`config.mk`:
```
export PLATFORM = sky130hd
export DESIGN_NAME = mem_arbiter
export DESIGN_NICKNAME = d
export VERILOG_FILES = /design/src/rtl/mem_arbiter.sv
export SDC_FILE = /design/constraint.sdc
export NUM_CORES = 1
export LEC_CHECK = 0
export BUFFER_PORTS_ARGS = -buffer_cell sky130_fd_sc_hd__buf_2
export CORE_MARGIN = 2
export CORE_UTILIZATION = 39
export DETAILED_ROUTE_END_ITERATION = 7
export GPL_ROUTABILITY_DRIVEN = 0
export PLACE_DENSITY = 0.64
export SYNTH_ARGS = -nofsm -noshare
export SYNTH_HDL_FRONTEND = slang
export SYNTH_SLANG_ARGS = --single-unit
export TNS_END_PERCENT = 5
```
`constraint.sdc`:
```
create_clock -name clk -period 4.25 [get_ports clk]
set_clock_uncertainty 0.2 [all_clocks]
set_input_delay 0.425 -clock clk [delete_from_list [all_inputs] [get_ports clk]]
set_output_delay 0.425 -clock clk [all_outputs]
set_load 0.02 [all_outputs]
```
`src/rtl/mem_arbiter.sv`:
```
// mem_arbiter: two-port round-robin arbiter sharing one single-port synchronous RAM.
// Accesses are serialised with req/gnt; reads return data with a per-port rvalid pulse.
module mem_arbiter #(
  parameter int ADDR_W  = 8,
  parameter int DATA_W  = 8,
  parameter int MEM_LAT = 1
) (
  input  logic              clk,
  input  logic              rst,
  input  logic [1:0]        req,
  input  logic [1:0]        we,
  input  logic [ADDR_W-1:0] addr0,
  input  logic [ADDR_W-1:0] addr1,
  input  logic [DATA_W-1:0] wdata0,
  input  logic [DATA_W-1:0] wdata1,
  output logic [1:0]        gnt,
  output logic [1:0]        rvalid,
  output logic [DATA_W-1:0] rdata,
  output logic              busy,
  output logic              mem_en,
  output logic              mem_we,
  output logic [ADDR_W-1:0] mem_addr,
  output logic [DATA_W-1:0] mem_wdata,
  input  logic [DATA_W-1:0] mem_rdata
);

  typedef enum logic [1:0] {IDLE, ISSUE, WAIT} state_t;

  localparam logic [3:0] LAT = 4'(MEM_LAT);

  state_t            r_state, w_state_nxt;
  logic              r_port, w_port_nxt;
  logic              r_last, w_last_nxt;
  logic              w_win;
  logic [3:0]        r_cnt, w_cnt_nxt;
  logic [1:0]        r_gnt, w_gnt_nxt;
  logic [1:0]        r_rvalid, w_rvalid_nxt;
  logic [DATA_W-1:0] r_rdata, w_rdata_nxt;
  logic              r_mem_en, w_mem_en_nxt;
  logic              r_mem_we, w_mem_we_nxt;
  logic [ADDR_W-1:0] r_mem_addr, w_mem_addr_nxt;
  logic [DATA_W-1:0] r_mem_wdata, w_mem_wdata_nxt;

  always_ff @(posedge clk or posedge rst) begin
    if (rst) r_state <= IDLE;
    else     r_state <= w_state_nxt;
  end

  always_comb begin
    w_state_nxt     = r_state;
    w_port_nxt      = r_port;
    w_last_nxt      = r_last;
    w_cnt_nxt       = r_cnt;
    w_gnt_nxt       = '0;
    w_rvalid_nxt    = '0;
    w_rdata_nxt     = r_rdata;
    w_mem_en_nxt    = 1'b0;
    w_mem_we_nxt    = r_mem_we;
    w_mem_addr_nxt  = r_mem_addr;
    w_mem_wdata_nxt = r_mem_wdata;
    // On a tie the port that did not win last time goes next.
    w_win = (req == 2'b11) ? ~r_last : req[1];
    case (r_state)
      IDLE: begin
        if (req != 2'b00) begin
          w_state_nxt     = ISSUE;
          w_port_nxt      = w_win;
          w_last_nxt      = w_win;
          w_gnt_nxt       = w_win ? 2'b10 : 2'b01;
          w_mem_en_nxt    = 1'b1;
          w_mem_we_nxt    = we[w_win];
          w_mem_addr_nxt  = w_win ? addr1 : addr0;
          w_mem_wdata_nxt = w_win ? wdata1 : wdata0;
        end
      end
      ISSUE: begin
        if (r_mem_we) begin
          w_state_nxt = IDLE;
        end else begin
          w_state_nxt = WAIT;
          w_cnt_nxt   = LAT;
        end
      end
      WAIT: begin
        // Firing on the 1->0 step lands rvalid MEM_LAT+2 cycles after the req sample.
        if (r_cnt <= 4'd1) begin
          w_state_nxt  = IDLE;
          w_cnt_nxt    = '0;
          w_rvalid_nxt = r_port ? 2'b10 : 2'b01;
          w_rdata_nxt  = mem_rdata;
        end else begin
          w_cnt_nxt = r_cnt - 4'd1;
        end
      end
      default: w_state_nxt = IDLE;
    endcase
  end

  always_ff @(posedge clk or posedge rst) begin
    if (rst) begin
      r_port      <= 1'b0;
      r_last      <= 1'b1;
      r_cnt       <= '0;
      r_gnt       <= '0;
      r_rvalid    <= '0;
      r_rdata     <= '0;
      r_mem_en    <= 1'b0;
      r_mem_we    <= 1'b0;
      r_mem_addr  <= '0;
      r_mem_wdata <= '0;
    end else begin
      r_port      <= w_port_nxt;
      r_last      <= w_last_nxt;
      r_cnt       <= w_cnt_nxt;
      r_gnt       <= w_gnt_nxt;
      r_rvalid    <= w_rvalid_nxt;
      r_rdata     <= w_rdata_nxt;
      r_mem_en    <= w_mem_en_nxt;
      r_mem_we    <= w_mem_we_nxt;
      r_mem_addr  <= w_mem_addr_nxt;
      r_mem_wdata <= w_mem_wdata_nxt;
    end
  end

  assign gnt       = r_gnt;
  assign rvalid    = r_rvalid;
  assign rdata     = r_rdata;
  assign busy      = (r_state != IDLE);
  assign mem_en    = r_mem_en;
  assign mem_we    = r_mem_we;
  assign mem_addr  = r_mem_addr;
  assign mem_wdata = r_mem_wdata;

endmodule

```
==> results of run 1 <==
==> power breakdown <==
group	switching [mW]	internal [mW]
sequential	0.107	0.533
combinational	0.432	0.389
clock	0.128	0.173
==> path summary, 6_finish.rpt <==
| path | depth (start not counted) | endpoint | slack [ns] |
|---|---|---|---|
| max | 3 | mem_wdata[2] | 1.96 |
| min | 3 | mem_wdata[5] | 0.05 |
| max reg2reg | 3 | mem_wdata[2] | 1.96 |
| min reg2reg | 1 | rvalid[0] | 0.25 |
| max in group asynchronous | 3 | r_last | 3.45 |
| min in group clk | 2 | r_last | 0.15 |
==> stage by stage <==
stage	utilization (%)	hold WS (ns)	instances	setup slack, ns
3_3_place_gp	50.39	0.2351	249	1.861
2_1_floorplan	-	0.2170	125	2.507
5_1_grt	52.84	0.08069	257	1.805
3_5_place_dp	50.39	0.2451	249	1.751
4_1_cts	52.84	0.06577	257	1.900
6_report	52.84	0.04888	257	1.964
==> layout make-up <==
type / count / area (µm²)
Clock buffer: 5 / 68.82
Multi-Input combinational cell: 75 / 805.8
Tap cell: 52 / 65.06
Inverter: 7 / 28.78
Timing Repair Buffer: 77 / 387.9
Fill cell: 395 / 2096
Clock inverter: 3 / 40.04
Sequential cell: 38 / 952.2
==> state kept, by name, indices dropped and copies added, names as in the netlist <==
signal     cells
gnt            2
mem_addr       8
mem_en         1
mem_wdata      8
mem_we         1
r_cnt          4
r_last         1
r_port         1
r_state        2
rdata          8
rvalid         2
==> synth_stat cells <==
master | count | area, µm²
a21boi_1 | 1 | 7.510
a21o_1 | 2 | 15.01
a21oi_1 | 3 | 15.01
a31oi_1 | 1 | 6.260
and2_1 | 1 | 6.260
and2_2 | 1 | 7.510
buf_12 | 1 | 20.02
buf_6 | 3 | 33.78
clkbuf_1 | 1 | 3.750
dfrtp_1 | 37 | 925.9
dfstp_2 | 1 | 26.28
ha_1 | 2 | 25.02
inv_1 | 6 | 22.52
inv_4 | 1 | 6.260
mux2_2 | 19 | 214.0
mux2_4 | 23 | 345.3
mux2i_1 | 2 | 20.02
nand2_1 | 1 | 3.750
nand2b_1 | 1 | 6.260
nand2b_2 | 1 | 8.760
nor2_1 | 2 | 7.510
nor2_2 | 1 | 6.260
nor2b_1 | 3 | 18.77
nor3_1 | 2 | 10.01
nor4_4 | 1 | 21.27
o2111ai_1 | 1 | 8.760
o211ai_1 | 1 | 7.510
o21ai_0 | 2 | 10.01
o21ai_2 | 1 | 8.760
o22ai_1 | 1 | 6.260
o311ai_0 | 1 | 8.760
o31ai_1 | 1 | 7.510
==> logic make-up (layout without fill, tap and decap cells) <==
| family | count (synthesis) | in the layout | synth area share [%] |
|---|---|---|---|
| AND/OR/NAND/NOR | 14 | 14 | 5.235 |
| flip-flops | 38 | 38 | 51.73 |
| AO/OA/AOI/OAI | 15 | 15 | 5.507 |
| adder cells (fa/ha/maj) | 2 | 2 | 1.359 |
| multiplexers | 44 | 44 | 31.48 |
| buffers and inverters | 12 | 92 | 4.691 |
==> critical path, cell delays in order, from the launching register on <==
cell,delay (ns)
dfstp_2,0.39
a21boi_2,0.90
mux2_2,0.43
mux2_2,0.26
==> routing by layer <==
layer / track usage (%) / wire length (µm) / vias up
met2: 25.56 / 1818 / 59
met5: 0 / 0 / -
li1: - / - / 599
met4: 4.733 / 44 / 0
met1: 19.98 / 1588 / 641
met3: 5.663 / 284 / 7
==> flow_summary.toml, run 1 <==
[yosys]
ys_types = 32
yosysSeqAreaShare_pct = 51.73
postSynthAreaPerCell_um2 = 14.72
syn_nets = 173
syn-instance-count = 125
yosysWarnings = 0
syn_area_um2 = 1841
ys_ff_latch = 38

[cts]
cts.hold.buffers_added = 0
cts_tree = "yes"
cts_resized = 0
clockRootBuffer = "clkbuf_8"
clkSlewWorstSetupHoldPaths_ns = 0.07
cts_setup_buffers = 0
clock-sinks = 38
cts_buffer_depth = 2
cts_buffers = 5
htreeDepth = 2
insertion_delay_ns = 0.29

[timing]
timing.final.setup_violations = 0
grt_setup_unrepaired = "false"
period_needed_ns = 2.286
tns_ns = 0
finalMaxSlewViolations = 0
tightest_slew_ns = 1.163
max_slew_margin_pct = 22.02
period_share_pct = 53.78
hold_violations = 0
fmax_mhz = 437.5

[run_status]
run_status = "complete, no violations"

[cells_and_area]
final_area_um2 = 2349
final_cell_mix = "buf_2 (76), dfrtp_1 (37), mux2_4 (23)"
mostFrequentLayoutCell = "buf_2"
antenna_cells = 0
fin_nets = 252
drive_gt1_share_pct = 65.85
syn_to_final_growth_pct = 27.60

[place]
port_buffers = 76
dpl.hpwl_mm = 2.792
dpl_cell_area_um2 = 2240

[grt]
antenna_found_initial = 0
grt_pass1_wl_mm = 6.437
grt_max_degree = 39
track_usage_pct = 15.82
overflow = 0
grt_pass1_vias = 1364

[setup_path]
critPathLaunchType = "flip-flop"
crit_required_ns = 4.23
worst-path-max-fanout = 19
cp.arrival_ns = 2.26
path_class = "reg2reg"
r2r-start = "r_last"
end_kind = "flip-flop"
crit_start = "r_last"

[pwr]
ir_worst_vdd_v = 0.0003685
power_leakage_nw = 1.195
fin_total_pwr_mw = 1.762
powerDensity_nw_per_um2 = 750.5

[job]
cap_violations = 0

[floorplanning]
io_pins = 77
die_h_um = 72.70
die_area_um2 = 5285
fp.dieW_um = 72.70
start_util_pct = 41.41
rows = 24
core_um2 = 4444

[drt]
wl_per_cell_um = 14.53
firstDrtPassIters = 6
drt_iter0_drc = 39
viasPerCell = 5.082
via_count = 1306
route.detailed.drc = 0
wl_mm = 3.735
ant_nets = 0

[worst_hold_path]
hold_class = "in2async"
(Power assumes the default switching activity.)
==> inputs of run 2 (changes only) <==
Clock period 4.25 ns to 2.3 ns, I/O delays scaled along.
==> run 2 against run 1 <==
Combinational power up 90%. Clock power up 53%. Routed wire length up 6.0%. Sequential cell count unchanged. Cell count up 5.1%. Highest routed layer unchanged. Worst hold slack worse by 0.00086 ns. Sequential power up 86%. Sequential share of layout area down 1.9 points. Critical path depth up 3. Critical path type is now in2reg. Register-to-register slack worse by 1.6 ns. Global-route usage up 0.25 points.
==> flow_summary.toml, run 2 (synthesis gave the netlist of run 1 again) <==
[drt]
wl_per_cell_um = 14.67
drt_iter0_drc = 37
ant_nets = 0
firstDrtPassIters = 4
wl_mm = 3.960
via_count = 1325
viasPerCell = 4.907
route.detailed.drc = 0

[pwr]
powerDensity_nw_per_um2 = 1299
p_clk_share_pct = 14.4
power_leakage_nw = 1.247
switching_power_mw = 1.233
p_comb_share_pct = 48.6
switching_share_pct = 38.50
seqPwrFrac_pct = 37.0
ir_worst_vdd_v = 0.0006898
internal_power_mw = 1.970

[worst_hold_path]
hold_depth = 3
hold_class = "in2reg"
worstHoldStart = "req[1]"
hold_end = "r_last"

[setup_path]
critPathLaunchType = "primary input"
r2r-start = "r_state[1]"
cp_slowest_stage_delay_ns = 0.53
worst-path-max-fanout = 9
path_class = "in2reg"
end_kind = "flip-flop"
cp_top_family = "buffers and inverters"
cp_common_cell = "mux2_2"
r2r_slack_ns = 0.40
crit_chain = "dlygate4sd3_1 > buf_2 > a21boi_2 > buf_4 > mux2_2 > mux2_2"
cp_slowest_cell = "dlygate4sd3_1"
crit_required_ns = 2.27
rr_endpoint = "mem_wdata[1]"
ff2ff_path_depth = 4
cp.arrival_ns = 2.08
path_buf_inv = 3

[grt]
use_met1_pct = 19.41
overflow = 0
grt_util_met3_pct = 4.282
antenna_found_initial = 0
grt_pass1_wl_mm = 6.506
grt_pass1_vias = 1425
track_usage_pct = 16.07
grt_max_degree = 23
top_usage_layer = "met2"
use_met2_pct = 27.58

[cells_and_area]
final_cell_mix = "buf_2 (76), dfrtp_1 (37), mux2_4 (23)"
final_area_um2 = 2466
syn_to_final_growth_pct = 33.99
antenna_cells = 0
seq_area_um2 = 952.2
multi_input_area_um2 = 805.8
drive_gt1_share_pct = 62.84
mostFrequentLayoutCell = "buf_2"
fin_nets = 265
fill_cells = 377

[cts]
cts_buffer_depth = 2
clockRootBuffer = "clkbuf_8"
clock-sinks = 38
cts_buffers = 5
cts_setup_buffers = 0
htreeDepth = 2
insertion_delay_ns = 0.28
cts.hold.buffers_added = 10
cts_tree = "yes"
clkSlewWorstSetupHoldPaths_ns = 0.07
cts_resized = 0

[place]
dpl.hpwl_mm = 3.033
dpl_cell_area_um2 = 2275
port_buffers = 76

[timing]
whs_ns = 0.04802
fmax_mhz = 474.7
finalMaxSlewViolations = 0
tightest_slew_ns = 0.6860
period_needed_ns = 2.107
timing.final.setup_violations = 0
period_share_pct = 91.60
tns_ns = 0
hold_violations = 0
grt_setup_unrepaired = "false"
max_slew_margin_pct = 54.22

[floorplanning]
core_um2 = 4444
fp.dieW_um = 72.70
die_h_um = 72.70
start_util_pct = 41.41
die_area_um2 = 5285
io_pins = 77
rows = 24

[run_status]
run_status = "complete, no violations"

[job]
cap_violations = 0
[run 2: cell types whose count changed in the layout (fill, tap and decap cells not counted), sizes merged]
cell / change
clkinv: -1
clkbuf: +2
dlygate4sd3: +10
bufinv: -1
buf: +3
[run 2: cell type report]
type / instances / share of cell area (%)
Clock buffer: 7 / 3.501
Clock inverter: 1 / 0.2029
Inverter: 7 / 1.167
Multi-Input combinational cell: 75 / 32.67
Sequential cell: 38 / 38.61
Tap cell: 52 / 2.638
Timing Repair Buffer: 90 / 21.21
[run 2: stage by stage]
step	instances	setup WS (ns)	power [mW]	utilization [%]
global route	270	0.1605	3.422	55.49
finish	270	0.1932	3.203	55.49
global placement	252	0.4673	2.686	51.18
detailed placement	252	0.4030	2.753	51.18
floorplan	125	0.5829	2.306	-
CTS	270	0.1955	3.238	55.49
[run 2: how the worst max path moves through the flow]
stage                               to        from  depth (start not counted)
after floorplan               rdata[0]    r_cnt[0]                          6
after global placement     mem_addr[2]  r_state[1]                          4
after detailed placement  mem_wdata[1]  r_state[1]                          4
after CTS                 mem_wdata[2]      req[0]                          6
after global routing      mem_wdata[2]      req[0]                          6
final                     mem_wdata[2]      req[0]                          6
[run 2: routing by layer]
layer / routed length (µm) / share of wire [%]
met2: 2015 / 51
met3: 258 / 6.5
met1: 1654 / 42
met5: 0 / 0
met4: 32 / 0.81
[run 2: power by group through the flow]
stage	clock network (mW)	registers [mW]	logic [mW]
2_1_floorplan	0	1.47	0.832
3_3_place_gp	0	1.18	1.51
3_5_place_dp	0	1.19	1.56
4_1_cts	0.474	1.19	1.58
5_1_grt	0.510	1.23	1.68
6_report	0.461	1.19	1.56
[run 2: worst min-delay path, stage by stage]
cell     delay [ns]
buf_2          0.12
a21oi_1        0.13
a31oi_1        0.05
==> inputs of run 3 (changes only) <==
Settings changed: ABC_AREA set to 1, PLACE_DENSITY 0.64 to 0.63.
==> run 3 against run 2 <==
Clock-buffer cell count fell by 2. Critical path depth fell by 1. Fmax rose by 31%. Area after synthesis rose by 8.2%. Register-to-register slack improved by 0.29 ns. Cell area rose by 4.9%. Sequential power barely moved. Clock power rose by 22%. Utilization fell by 3.9 points. Via count rose by 28%. Sequential share of layout area fell by 1.8 points. Critical path type is now reg2reg. Critical endpoint is now r_port. Largest power group unchanged.
==> flow_summary.toml, run 3 <==
[run_status]
run_status = "complete, no violations"

[floorplanning]
rows = 26
core_um2 = 5010
io_pins = 77
start_util_pct = 39.74
die_h_um = 75.45
fp.dieW_um = 75.45
die_area_um2 = 5692

[timing]
tightest_slew_ns = 0.6556
finalMaxSlewViolations = 0
hold_violations = 0
period_share_pct = 70.15
period_needed_ns = 1.613
grt_setup_unrepaired = "false"
fmax_mhz = 619.8
max_slew_margin_pct = 56.25
tns_ns = 0
timing.final.setup_violations = 0

[yosys]
synth_top_area_cell = "dfrtp_1"
postSynthAreaPerCell_um2 = 8.769
yosysSeqAreaShare_pct = 47.83
synth_edf_count = 0
syn-instance-count = 227
synth_top_family_by_area = "simple AND/OR/NAND/NOR gates"
synth_most_common_cell = "nand2_1"
ys_types = 25
ys.flop_type = "dfrtp_1"
synth_top_area_share_pct = 46.51
synthMuxAreaShare_pct = 0
synth-simple-area-share_pct = 35.51
syn_area_um2 = 1991
async_reset_ff_share_pct = 100.0
synth_compound_area_share_pct = 3.017
ys_ff_latch = 38
synth.area.top_cells = "dfrtp_1 (47%), nand2_1 (12%), inv_1 (6.4%)"
synthXorXnorAreaFrac_pct = 0.4400
syn_nets = 275
yosysWarnings = 0
synthTopCellsByCount = "nand2_1 (65), dfrtp_1 (37), inv_1 (34), nand3b_1 (17), nand3_1 (12)"
synthAdderAreaFrac_pct = 1.257

[drt]
via_count = 1690
viasPerCell = 4.401
drt_iter0_drc = 59
wl_mm = 4.232
wl_per_cell_um = 11.02
firstDrtPassIters = 4
route.detailed.drc = 0
ant_nets = 0

[grt]
grt_max_degree = 21
antenna_found_initial = 0
grt_pass1_wl_mm = 6.906
overflow = 0
grt_pass1_vias = 1551
track_usage_pct = 16.01

[cts]
cts.hold.buffers_added = 9
htreeDepth = 2
cts_buffers = 5
clock-sinks = 38
cts_tree = "yes"
clockRootBuffer = "clkbuf_8"
cts_resized = 0
cts_buffer_depth = 2
insertion_delay_ns = 0.28
clkSlewWorstSetupHoldPaths_ns = 0.08
cts_setup_buffers = 0

[cells_and_area]
mostFrequentLayoutCell = "buf_2"
fill_cells = 518
fin_nets = 361
antenna_cells = 0
syn_to_final_growth_pct = 29.92
drive_gt1_share_pct = 36.94
final_cell_mix = "buf_2 (76), nand2_1 (65), dfrtp_1 (37)"
fin_cells = 384

[setup_path]
worst-path-max-fanout = 19
end_kind = "flip-flop"
cp_slowest_cell = "dfstp_2"
r2r_slack_ns = 0.69
critPathLaunchType = "flip-flop"
crit_chain = "nand2_2 > nand2_4 > nor2_1 > inv_1 > o21ai_0"
cp.arrival_ns = 1.57
path_class = "reg2reg"
cp_slowest_stage_delay_ns = 0.54
crit_required_ns = 2.26

[pwr]
powerDensity_nw_per_um2 = 1271
internal_power_mw = 1.847
ir_worst_vdd_v = 0.0005321
p_clk_share_pct = 17.1
switching_power_mw = 1.440
power_leakage_nw = 1.458
p_comb_share_pct = 47.3
seqPwrFrac_pct = 35.7
switching_share_pct = 43.80

[place]
dp_cells = 367
port_buffers = 76
dpl.hpwl_mm = 3.049

[job]
cap_violations = 0

[worst_hold_path]
hold_class = "in2reg"
[run 3: cell count changes after synthesis, sizes merged, moves of 9 or more]
cell	change
inv	+30
nand3b	+17
nor2	+9
nand2	+77
mux2	-42
nand3	+22
[run 3: final timing paths]
path / from / end / depth (start not counted)
max: r_last / r_port / 5
min reg2reg: r_port / rvalid[0] / 1
max reg2reg: r_last / r_port / 5
min in group asynchronous: rst / mem_wdata[4] / 3
min: addr0[2] / mem_addr[2] / 5
max in group asynchronous: rst / r_state[1] / 4
[run 3: logic make-up (layout without fill, tap and decap cells)]
logic type,Yosys count,after routing
fa+ha+maj,2,2
flops,38,38
xor+xnor,1,1
simple gates,129,129
buf+inv,45,132
compound gates,12,12
[run 3: routing by layer]
layer / routed length, µm / global-route usage [%]
met5: 0 / 0
met4: 46 / 4.678
met3: 274 / 4.233
met2: 2014 / 26.09
met1: 1897 / 21.06
[run 3: layout make-up]
class	count	area [µm²]	area share, %
Clock buffer	5	68.82	2.661
Inverter	37	146.4	5.660
Tap cell	70	87.58	3.387
Sequential cell	38	952.2	36.82
Timing Repair Buffer	87	485.5	18.77
Multi-Input combinational cell	144	800.8	30.96
Clock inverter	3	45.04	1.742
[run 3: power groups by stage]
stage	Combinational (mW)	Sequential (mW)	Clock, mW
6_report	1.55	1.17	0.562
5_1_grt	1.76	1.22	0.613
4_1_cts	1.58	1.17	0.582
3_5_place_dp	1.57	1.18	0
3_3_place_gp	1.53	1.19	0
2_1_floorplan	0.911	1.47	0
[run 3: stage by stage]
| stage | utilization, % | power (mW) | setup slack (ns) | hold WS [ns] | cell area [µm²] |
|---|---|---|---|---|---|
| after floorplan | - | 2.381 | 0.8355 | 0.1597 | 1991 |
| after global placement | 47.55 | 2.724 | 0.6371 | 0.1542 | 2382 |
| after detailed placement | 47.55 | 2.751 | 0.6281 | 0.1672 | 2382 |
| after CTS | 51.62 | 3.340 | 0.6555 | 0.03357 | 2586 |
| after global routing | 51.62 | 3.591 | 0.5230 | 0.06003 | 2586 |
| final | 51.62 | 3.287 | 0.6865 | 0.04150 | 2586 |
[run 3: critical path, delay by kind of cell, from the launching register on]
kind	cells	cell delay, ns
buf+inv	1	0.08
flops	1	0.54
compound gates	1	0.08
simple gates	3	0.59
